## src/rtl/toggle_decoder.sv

```systemverilog
`default_nettype none
// ============================================================================
// Module   : toggle_decoder
// Purpose  : Recovers toggle-encoded events as single-cycle pulses, with
//            synchronisation, glitch filtering and a saturating event counter.
// Revision : 1.0 - initial release
// ============================================================================
module toggle_decoder #(
  parameter int SYNC_STAGES = 2,
  parameter int FILT_CYCLES = 4,
  parameter int CNT_W       = 8
) (
  input  logic             clk,
  input  logic             rstn,
  input  logic             q_in,
  input  logic             en,
  input  logic             clr,
  output logic             t_pulse,
  output logic             level,
  output logic [CNT_W-1:0] toggle_cnt,
  output logic             cnt_sat,
  output logic             glitch
);

  localparam int                    c_FILT_W    = (FILT_CYCLES < 2) ? 1 : $clog2(FILT_CYCLES);
  localparam logic [c_FILT_W-1:0]   c_FILT_LAST = c_FILT_W'(FILT_CYCLES - 1);
  localparam int                    c_INIT_W    = $clog2(SYNC_STAGES + 1);
  localparam logic [c_INIT_W-1:0]   c_INIT_LAST = c_INIT_W'(SYNC_STAGES);
  localparam logic [CNT_W-1:0]      c_CNT_MAX   = '1;
  localparam bit                    c_FAST      = (FILT_CYCLES == 1);

  typedef enum logic [1:0] {
    ST_INIT    = 2'd0,
    ST_STABLE  = 2'd1,
    ST_CONFIRM = 2'd2
  } state_t;

  logic [SYNC_STAGES-1:0] sync_q;
  state_t                 state_q,    state_d;
  logic [c_INIT_W-1:0]    init_cnt_q, init_cnt_d;
  logic [c_FILT_W-1:0]    filt_cnt_q, filt_cnt_d;
  logic                   level_q,    level_d;
  logic                   t_pulse_q,  t_pulse_d;
  logic                   glitch_q,   glitch_d;
  logic [CNT_W-1:0]       cnt_q,      cnt_d;
  logic                   sat_q,      sat_d;
  logic                   accept;
  logic                   s;

  assign s = sync_q[SYNC_STAGES-1];

  always_ff @(posedge clk or negedge rstn) begin
    if (!rstn) begin
      sync_q <= '0;
    end else begin
      sync_q <= {sync_q[SYNC_STAGES-2:0], q_in};
    end
  end

  // INIT holds off until the synchroniser has flushed its reset zeros, so a
  // line already high at start-up is adopted as the baseline, not an event.
  always_comb begin
    state_d    = state_q;
    init_cnt_d = init_cnt_q;
    filt_cnt_d = filt_cnt_q;
    level_d    = level_q;
    t_pulse_d  = 1'b0;
    glitch_d   = 1'b0;
    accept     = 1'b0;

    case (state_q)
      ST_INIT: begin
        if (init_cnt_q == c_INIT_LAST) begin
          level_d = s;
          state_d = ST_STABLE;
        end else begin
          init_cnt_d = init_cnt_q + c_INIT_W'(1);
        end
      end

      ST_STABLE: begin
        if (!en) begin
          level_d = s;
        end else if (s != level_q) begin
          if (c_FAST) begin
            accept = 1'b1;
          end else begin
            filt_cnt_d = c_FILT_W'(1);
            state_d    = ST_CONFIRM;
          end
        end
      end

      ST_CONFIRM: begin
        if (!en) begin
          level_d = s;
          state_d = ST_STABLE;
        end else if (s == level_q) begin
          glitch_d = 1'b1;
          state_d  = ST_STABLE;
        end else if (filt_cnt_q == c_FILT_LAST) begin
          accept  = 1'b1;
          state_d = ST_STABLE;
        end else begin
          filt_cnt_d = filt_cnt_q + c_FILT_W'(1);
        end
      end

      default: begin
        state_d = ST_INIT;
      end
    endcase

    if (accept) begin
      level_d   = ~level_q;
      t_pulse_d = 1'b1;
    end
  end

  // clr wins over a same-cycle accept; the pulse and level still update.
  always_comb begin
    cnt_d = cnt_q;
    sat_d = sat_q;
    if (clr) begin
      cnt_d = '0;
      sat_d = 1'b0;
    end else if (accept) begin
      if (cnt_q == c_CNT_MAX) begin
        sat_d = 1'b1;
      end else begin
        cnt_d = cnt_q + CNT_W'(1);
      end
    end
  end

  always_ff @(posedge clk or negedge rstn) begin
    if (!rstn) begin
      state_q    <= ST_INIT;
      init_cnt_q <= '0;
      filt_cnt_q <= '0;
      level_q    <= 1'b0;
      t_pulse_q  <= 1'b0;
      glitch_q   <= 1'b0;
      cnt_q      <= '0;
      sat_q      <= 1'b0;
    end else begin
      state_q    <= state_d;
      init_cnt_q <= init_cnt_d;
      filt_cnt_q <= filt_cnt_d;
      level_q    <= level_d;
      t_pulse_q  <= t_pulse_d;
      glitch_q   <= glitch_d;
      cnt_q      <= cnt_d;
      sat_q      <= sat_d;
    end
  end

  assign t_pulse    = t_pulse_q;
  assign level      = level_q;
  assign toggle_cnt = cnt_q;
  assign cnt_sat    = sat_q;
  assign glitch     = glitch_q;

endmodule
`default_nettype wire
```

## config.mk

```make
export PLATFORM = sky130hd
export DESIGN_NAME = toggle_decoder
export DESIGN_NICKNAME = d
export VERILOG_FILES = /design/src/rtl/toggle_decoder.sv
export SDC_FILE = /design/constraint.sdc
export NUM_CORES = 1
export LEC_CHECK = 0
export CAP_MARGIN = 20
export CORE_MARGIN = 1.5
export CORE_UTILIZATION = 54
export CTS_BUF_LIST = sky130_fd_sc_hd__clkbuf_8
export DETAILED_ROUTE_END_ITERATION = 7
export GPL_ROUTABILITY_DRIVEN = 1
export PLACE_DENSITY_LB_ADDON = 0.3
export SLEW_MARGIN = 0
export SYNTH_ARGS = -nofsm -noshare
export SYNTH_HDL_FRONTEND = slang
export SYNTH_SLANG_ARGS = --single-unit
```

## constraint.sdc

```tcl
create_clock -name clk -period 2.3 [get_ports clk]
set_input_delay 0.23 -clock clk [delete_from_list [all_inputs] [get_ports clk]]
set_output_delay 0.23 -clock clk [all_outputs]
set_load 0.05 [all_outputs]
```

# After elaboration in Yosys (flattened, before gate mapping)
# Index checks and enable logic that the tools add are counted.
[word_totals]
out_inout_bits = 12
wordCells = 74
input_bits = 5
reg_bits = 20
[classes]
n_mux = 31
n_eq_ne = 17
n_addsub = 3
n_bitwise = 2
n_reduce_logical = 12
[ops]
columns = ["op", "n"]
rows = [
  ["two-way mux 8 bit", 3],
  ["two-way mux 2 bit", 11],
  ["two-way mux 1 bit", 14],
  ["inequality test 2 bit, second input constant", 7],
  ["adder 8 x 1 -> 8 bit, second input constant", 1],
  ["== test 8 bit, second input constant", 1],
  ["== test 2 bit, second input constant", 3],
  ["case mux 2 bit (3 select lines)", 1],
  ["AND reduction 2 bit", 3],
  ["AND reduction 6 bit", 1],
  ["nonzero test 2 bit", 3],
  ["adder 2 x 1 -> 2 bit, second input constant", 2],
  ["inequality test 4 bit, second input constant", 1],
  ["case mux 2 bit (2 select lines)", 1],
  ["AND reduction 4 bit", 1],
  ["inequality test 3 x 2 -> 1 bit, second input constant", 1],
  ["inequality test 3 bit, second input constant", 1],
  ["AND reduction 3 bit", 1],
  ["nonzero test 3 bit", 1],
  ["== test 2 x 1 -> 1 bit, second input constant", 1],
  ["logical NOT 2 bit", 1],
  ["NOT 1 bit", 2],
  ["case mux 1 bit (2 select lines)", 1],
  ["OR reduction 2 bit", 1],
  ["other kinds (2)", 2],
]

# Logic depth before layout (Yosys ltp)
# Gate-level depths: netlist (run 1).
[depth]
word_depth = 7
mapped_depth = 8
mapped_depth_nobuf = 7

# Worst setup path after synthesis (run 1)
# No wires, ideal clock.
[synth_path]
path_kind = "register to register"
start = "reg cnt_q[0], in the netlist toggle_cnt[0]"
end = "reg cnt_q[4], in the netlist toggle_cnt[4]"
arrival_time_ps = 1677
setup_time_ps = 135
slack_ps = 488
stages_incl_launch_ff = 6
n_path_buf = 0
period_less_slack_ps = 1812
required_ps = 2165
cell_sequence = "dfrtp_1 -> ha_1 -> and3_1 -> nor3b_1 -> and3b_1 -> nor3_1"
[synth_between]
elab_chain_len = 4
word_cells_on_any_way = 7
cone_classes = "add/sub: 1; eq/ne: 2; mux: 3; reduce/logical: 1"
[synth_lines]
columns = ["item", "line_no", "source"]
rows = [
  ["from (decl)", "45", "logic [CNT_W-1:0] cnt_q, cnt_d;"],
  ["from (signal assigned)", "153", "cnt_q <= cnt_d;"],
  ["adder 8 x 1 -> 8 bit", "131", "cnt_d = cnt_q + CNT_W'(1);"],
  ["two-way mux 8 bit", "128", "if (cnt_q == c_CNT_MAX) begin"],
  ["two-way mux 8 bit", "127", "end else if (accept) begin"],
  ["two-way mux 8 bit", "124", "if (clr) begin"],
]
# Parallel ways exist; a longest one is shown, timed or not. The select of a mux whose other input is x is not followed.
# A chain may end at the register's enable or synchronous reset.

# Final worst setup path (run 1)
[layout_path]
start = "reg state_q[0]"
end = "reg level_q, in the netlist level"
[layout_between]
elab_chain_len = 4
word_cells_on_any_way = 11
cone_classes = "eq/ne: 4; mux: 3; reduce/logical: 4"
[layout_lines]
columns = ["item", "line_no", "source"]
rows = [
  ["from (decl)", "39", "state_t state_q, state_d;"],
  ["from (signal assigned)", "147", "state_q <= state_d;"],
  ["== test 2 bit or == test 2 x 1 -> 1 bit (tied branches)", "71", "case (state_q)"],
  ["two-way mux 1 bit or OR reduction 2 bit (tied branches)", "--", ""],
  ["inequality test 3 bit (no line), or another cell as far along", "--", ""],
  ["AND reduction 3 bit (no line) or two-way mux 1 bit (tied branches)", "--", ""],
  ["to (signal assigned)", "150", "level_q <= level_d;"],
  ["to (decl)", "42", "logic level_q, level_d;"],
]
# Parallel ways exist; a longest one is shown, timed or not.

==> impl_metrics.env, run 1 <==
export IMPL_slowest_delay_ns=0.41
export IMPL_fmax_mhz=527
export IMPL_grt_pass1_vias=744
export IMPL_synth_top_family_by_area="simple AND/OR/NAND/NOR gates"
export IMPL_r2r_start="state_q[0]$_DFFE_PN0P_"
export IMPL_num_vias=835
export IMPL_drc=0
export IMPL_area_growth_pct=21.7
export IMPL_grt_max_degree=21
export IMPL_worst_slack_ns=0.404
export IMPL_io_pins=17
export IMPL_leakage_uw=0.000557
export IMPL_fillers=139
export IMPL_synthMuxAreaShare_pct=2.93
export IMPL_final_util_pct=72.9
export IMPL_power_per_cell_area_nw_per_um2=791
export IMPL_syn_area_um2=1070
export IMPL_rsz0062_at_grt="no"
export IMPL_drv_cap=0
export IMPL_tightest_slew_ns=0.494
export IMPL_hold_viol_final=0
export IMPL_die_x_um=47.5
export IMPL_setup_violations=0
export IMPL_synth_compound_area_share_pct=14.5
export IMPL_seqPwrFrac_pct=42.7
export IMPL_timing_hold_ws_ns=0.307
export IMPL_dieArea_um2=2250
export IMPL_cts_sinks=20
export IMPL_fin_area_um2=1300
export IMPL_syn_area_per_cell_um2=10.7
export IMPL_ctsHoldBuffers=0
export IMPL_p_sw_share_pct=35.5
export IMPL_ys_flop_type="dfrtp_1"
export IMPL_synthAdderAreaFrac_pct=8.20
export IMPL_ys_warn_count=0
export IMPL_p_clk_share_pct=22.1
export IMPL_hp_class="in2async"
export IMPL_postRouteAntennaNets=0
export IMPL_final_nets=132
export IMPL_crit_buf_inv=1
export IMPL_die_y_um=47.5
export IMPL_place_congestion=0.791
export IMPL_ir_drop_v=0.000757
export IMPL_grt_pass1_wl_um=3260
export IMPL_dpl_cell_area_um2=1260
export IMPL_layout_common_cells="20 x dfrtp_1, 16 x clkdlybuf4s50_1, 10 x nor2_1, 8 x nand2_1, 7 x ha_1"
export IMPL_mostFrequentLayoutCell="dfrtp_1"
export IMPL_postCtsSetupBuffers=0
export IMPL_synth_seq_cells=20
export IMPL_cts_resized=0
export IMPL_vias_per_cell=5.84
export IMPL_cts_tree="done"
export IMPL_drtPass1Iterations=5
export IMPL_drt_iter0_markers=17
export IMPL_reg2reg_slack_ns=0.40
export IMPL_syn_num_nets=112
export IMPL_status="finished, final reports clean"
export IMPL_ys_types=37
export IMPL_routedWlPerCell_um=13.9
export IMPL_antenna_cells=0
export IMPL_rr_endpoint="level$_DFFE_PN0P_"
export IMPL_ys_top_cells_by_area="dfrtp_1 47%, ha_1 8.2%, nor2_1 3.5%"
export IMPL_relSlewSlack_pct=67.0
export IMPL_cpLargestDelayFamily="simple AND/OR/NAND/NOR gates"
export IMPL_setup_tns_ns=0
export IMPL_skew_ns=0.00166
export IMPL_synthSimpleGateAreaFrac_pct=21.0
export IMPL_wirelength_um=1990
export IMPL_grt_use_total_pct=21.6
export IMPL_synth_edff_count=0
export IMPL_path_class="reg2reg"
export IMPL_antenna_found_initial=0
export IMPL_io_buffers=16
export IMPL_path_max_fanout=9
export IMPL_rr_worst_depth=6
export IMPL_critPathCaptureType="register"
export IMPL_crit_required_ns=2.44
export IMPL_cp_slowest_cell="dfrtp_1"
export IMPL_internal_power_uw=663
export IMPL_cts_path_max_buffers=2
export IMPL_post_place_ws_ns=0.422
export IMPL_coreArea_um2=1780
export IMPL_root_buffer="clkbuf_8"
export IMPL_async_flop_share_pct=100
export IMPL_dpl_hpwl_um=1490
export IMPL_cp_start_kind="register"
export IMPL_final_layout_size_suffix_gt1_share_pct=10.2
export IMPL_crit_arrival_ns=2.04
export IMPL_rows=15
export IMPL_initial_core_util_pct=59.9
export IMPL_path_clk_slew_ns=0.07
export IMPL_clk_latency_ns=0.26
export IMPL_finalCriticalPeriod_ns=1.90
export IMPL_crit_chain="inv_1 -> ha_1 -> nand3_1 -> nand2b_1 -> a21oi_1 -> mux2_2"
export IMPL_synthXorXnorAreaFrac_pct=3.98
export IMPL_p_sw_uw=365
export IMPL_finalMaxSlewViolations=0
export IMPL_yosysTopAreaCellShare_pct=46.8
export IMPL_synth_cells=100
export IMPL_h_tree_depth=1
export IMPL_grt_ovfl_total=0
export IMPL_cts_made_buffers=3
export IMPL_min_period_over_period_pct=82.4
export IMPL_yosysSeqAreaShare_pct=46.8
export IMPL_synth_top_area_cell="dfrtp_1"
export IMPL_combinationalPowerShare_pct=35.2
## Yosys cell counts, types with 2 or more instances
cell type  instances
xnor2_1            2
a21oi_1            4
a211oi_1           2
o21ai_0            2
dfrtp_1           20
nand3_1            3
a211oi_2           2
inv_1              5
nand2_1            8
ha_1               7
nand2b_1           3
nor3_1             3
mux2i_1            2
a311oi_1           2
nand3b_1           2
nand4_1            3
nor2_1            10
## power by group through the flow
stage	Clock [uW]	Sequential [uW]	Combinational (uW)
finish	227	439	362
global route	242	445	405
CTS	235	439	364
detailed placement	0	445	363
global placement	0	443	351
floorplan	0	474	245
## cell type report
type	count	area, um2	share of cell area (%)
Timing Repair Buffer	17	168	12.9
Multi-Input combinational cell	73	541	41.6
Sequential cell	20	500	38.5
Tap cell	25	31.3	2.41
Inverter	5	18.8	1.44
Clock buffer	3	41.3	3.18
## registers in the layout (all words and copies together), names as in the netlist
name        flops
cnt_sat         1
t_pulse         1
glitch          1
filt_cnt_q      2
sync_q          2
init_cnt_q      2
state_q         2
toggle_cnt      8
level           1
## how the worst max path moves through the flow
stage,from,end,slack [ns],depth (start not counted)
6_report,state_q[0]$_DFFE_PN0P_,level$_DFFE_PN0P_,0.40,6
5_1_grt,state_q[0]$_DFFE_PN0P_,level$_DFFE_PN0P_,0.20,6
4_1_cts,state_q[0]$_DFFE_PN0P_,level$_DFFE_PN0P_,0.41,6
3_5_place_dp,state_q[0]$_DFFE_PN0P_,level$_DFFE_PN0P_,0.42,6
3_3_place_gp,state_q[0]$_DFFE_PN0P_,level$_DFFE_PN0P_,0.54,6
2_1_floorplan,toggle_cnt[0]$_DFFE_PN0P_,toggle_cnt[4]$_DFFE_PN0P_,0.49,5
## kinds of logic (layout without fill, tap and decap cells)
family / Yosys count / count (layout)
flip-flops: 20 / 20
multiplexers: 3 / 3
adder cells (fa/ha/maj): 7 / 7
buffers and inverters: 7 / 25
AND/OR/NAND/NOR: 39 / 39
AO/OA/AOI/OAI: 20 / 20
XOR/XNOR: 4 / 4
## through the flow
step	cells	total power, uW
2_1_floorplan	100	718
3_3_place_gp	140	794
3_5_place_dp	140	809
4_1_cts	143	1040
5_1_grt	143	1090
6_report	143	1030
## metal layers
layer / vias up / GRT usage [%] / wire length (um) / share of wire, %
met4: 0 / 14.4 / 61 / 3.1
met3: 7 / 4.53 / 80 / 4.0
met5: - / 0 / 0 / 0
li1: 402 / - / - / -
met1: 404 / 29.1 / 912 / 46
met2: 22 / 31.4 / 933 / 47
No activity file was read; power rests on OpenSTA's default activity.
==> inputs of run 2 (changes only) <==
- CORE_UTILIZATION: 54 -> 49
- clock period: 2.3 -> 1.7 ns (I/O delays scaled with it)
==> run 2 against run 1 <==
Effect of this change:
- global-route usage is 1.9 points lower
- power is 46% higher
- hold slack worse by 0.065 ns
- design area is 3.7% higher
- sequential power is 35% higher
- cell count is 5.6% higher
- largest cell class unchanged
- highest routed layer unchanged
==> impl_metrics.env, run 2 (synthesis results as in run 1) <==
export IMPL_hp_class="in2async"
export IMPL_rows=16
export IMPL_setup_violations=0
export IMPL_crit_buf_inv=1
export IMPL_path_max_fanout=2
export IMPL_place_congestion=0.815
export IMPL_timing_hold_ws_ns=0.242
export IMPL_layout_common_cells="18 x dfrtp_1, 15 x buf_4, 10 x nor2_1, 8 x nand2_1, 7 x clkdlybuf4s50_1"
export IMPL_grt_use_total_pct=19.7
export IMPL_skew_ns=0.000789
export IMPL_coreArea_um2=2000
export IMPL_dpl_hpwl_um=1560
export IMPL_slowest_delay_ns=0.80
export IMPL_h_tree_depth=1
export IMPL_initial_core_util_pct=53.4
export IMPL_fmax_mhz=631
export IMPL_routedWlPerCell_um=13.7
export IMPL_cts_sinks=20
export IMPL_wirelength_um=2070
export IMPL_finalMaxSlewViolations=0
export IMPL_status="finished, final reports clean"
export IMPL_final_util_pct=67.3
export IMPL_power_per_cell_area_nw_per_um2=1120
export IMPL_rsz0062_at_grt="no"
export IMPL_grt_pass1_wl_um=3600
export IMPL_io_pins=17
export IMPL_worst_slack_ns=0.115
export IMPL_hold_viol_final=0
export IMPL_ir_drop_v=0.00104
export IMPL_drc=0
export IMPL_io_buffers=16
export IMPL_post_place_ws_ns=0.00644
export IMPL_mostFrequentLayoutCell="dfrtp_1"
export IMPL_vias_per_cell=5.63
export IMPL_clk_latency_ns=0.26
export IMPL_postRouteAntennaNets=0
export IMPL_antenna_found_initial=0
export IMPL_final_layout_size_suffix_gt1_share_pct=27.4
export IMPL_drv_cap=0
export IMPL_finalCriticalPeriod_ns=1.59
export IMPL_dieArea_um2=2470
export IMPL_root_buffer="clkbuf_8"
export IMPL_cts_made_buffers=3
export IMPL_leakage_uw=0.000599
export IMPL_area_growth_pct=26.1
export IMPL_antenna_cells=0
export IMPL_tightest_slew_ns=0.495
export IMPL_largest_reg_flops=8
export IMPL_cp_slowest_cell="clkdlybuf4s50_1"
export IMPL_multi_input_area_um2=554
export IMPL_grt_pass1_vias=865
export IMPL_regArea_um2=503
export IMPL_min_period_over_period_pct=93.3
export IMPL_path_class="reg2out"
export IMPL_cp_start_kind="register"
export IMPL_path_clk_slew_ns=0.07
export IMPL_die_y_um=49.7
export IMPL_critPathCaptureType="output pin"
export IMPL_path_depth=1
export IMPL_grt_max_degree=21
export IMPL_crit_chain="clkdlybuf4s50_1"
export IMPL_cpLargestDelayFamily="buffers and inverters"
export IMPL_grt_ovfl_total=0
export IMPL_cts_path_max_buffers=2
export IMPL_drt_iter0_markers=7
export IMPL_crit_required_ns=1.53
export IMPL_drtPass1Iterations=4
export IMPL_final_nets=137
export IMPL_die_x_um=49.7
export IMPL_rr_worst_depth=7
export IMPL_cts_tree="done"
export IMPL_crit_arrival_ns=1.42
export IMPL_setup_tns_ns=0
export IMPL_relSlewSlack_pct=66.9
export IMPL_total_power_uw=1500
export IMPL_fillers=166
export IMPL_num_vias=850
==> run 2: changes by cell type in the layout (fill, tap and decap cells not counted), sizes merged <==
cell           before  now
clkbuf              3    4
buf                 1   15
clkdlybuf4s50      16    7
==> run 2: routing by layer <==
| metal | track usage, % | vias up | wire [um] |
|---|---|---|---|
| met3 | 4.85 | 5 | 71 |
| met4 | 9.72 | 0 | 36 |
| met1 | 23.4 | 415 | 950 |
| li1 | - | 413 | - |
| met2 | 32.9 | 17 | 1010 |
| met5 | 0 | - | 0 |
==> run 2: repair_timing <==
action / 4_1_cts / 5_1_grt
setup buffers: 0 / 1
endpoints found under the hold margin: 0 / 0
hold buffers: 0 / 0
setup endpoints to repair: 0 / 8
resized for setup: 0 / 5
==> run 2: stage by stage <==
| stage | area, um2 | instances |
|---|---|---|
| after floorplan | 1070 | 100 |
| after global placement | 1270 | 146 |
| after detailed placement | 1270 | 146 |
| after CTS | 1330 | 150 |
| after global routing | 1350 | 151 |
| final | 1350 | 151 |
==> run 2: power by group <==
part / leakage [uW] / total (uW) / internal [uW] / switching (uW)
Clock: 0.0000288 / 368 / 206 / 161
Combinational: 0.000314 / 545 / 237 / 308
Sequential: 0.000256 / 591 / 533 / 58.6
==> run 2: path summary, 6_finish.rpt <==
kind	start	to	slack (ns)
setup reg to reg	state_q[0]$_DFFE_PN0P_	state_q[1]$_DFFE_PN0P_	0.12
hold / removal	rstn	state_q[0]$_DFFE_PN0P_	0.24
max in group asynchronous	rstn	toggle_cnt[0]$_DFFE_PN0P_	1.23
hold reg to reg	sync_q[0]$_DFF_PN0_	sync_q[1]$_DFF_PN0_	0.36
min in group clk	q_in	sync_q[0]$_DFF_PN0_	0.35
setup / recovery	cnt_sat$_DFFE_PN0P_	cnt_sat	0.11
==> run 2: layout make-up <==
cell class / count / share of cell area [%]
Multi-Input combinational cell: 73 / 41.1
Sequential cell: 20 / 37.3
Timing Repair Buffer: 22 / 13.6
Clock buffer: 4 / 4.09
Tap cell: 27 / 2.51
Inverter: 5 / 1.39
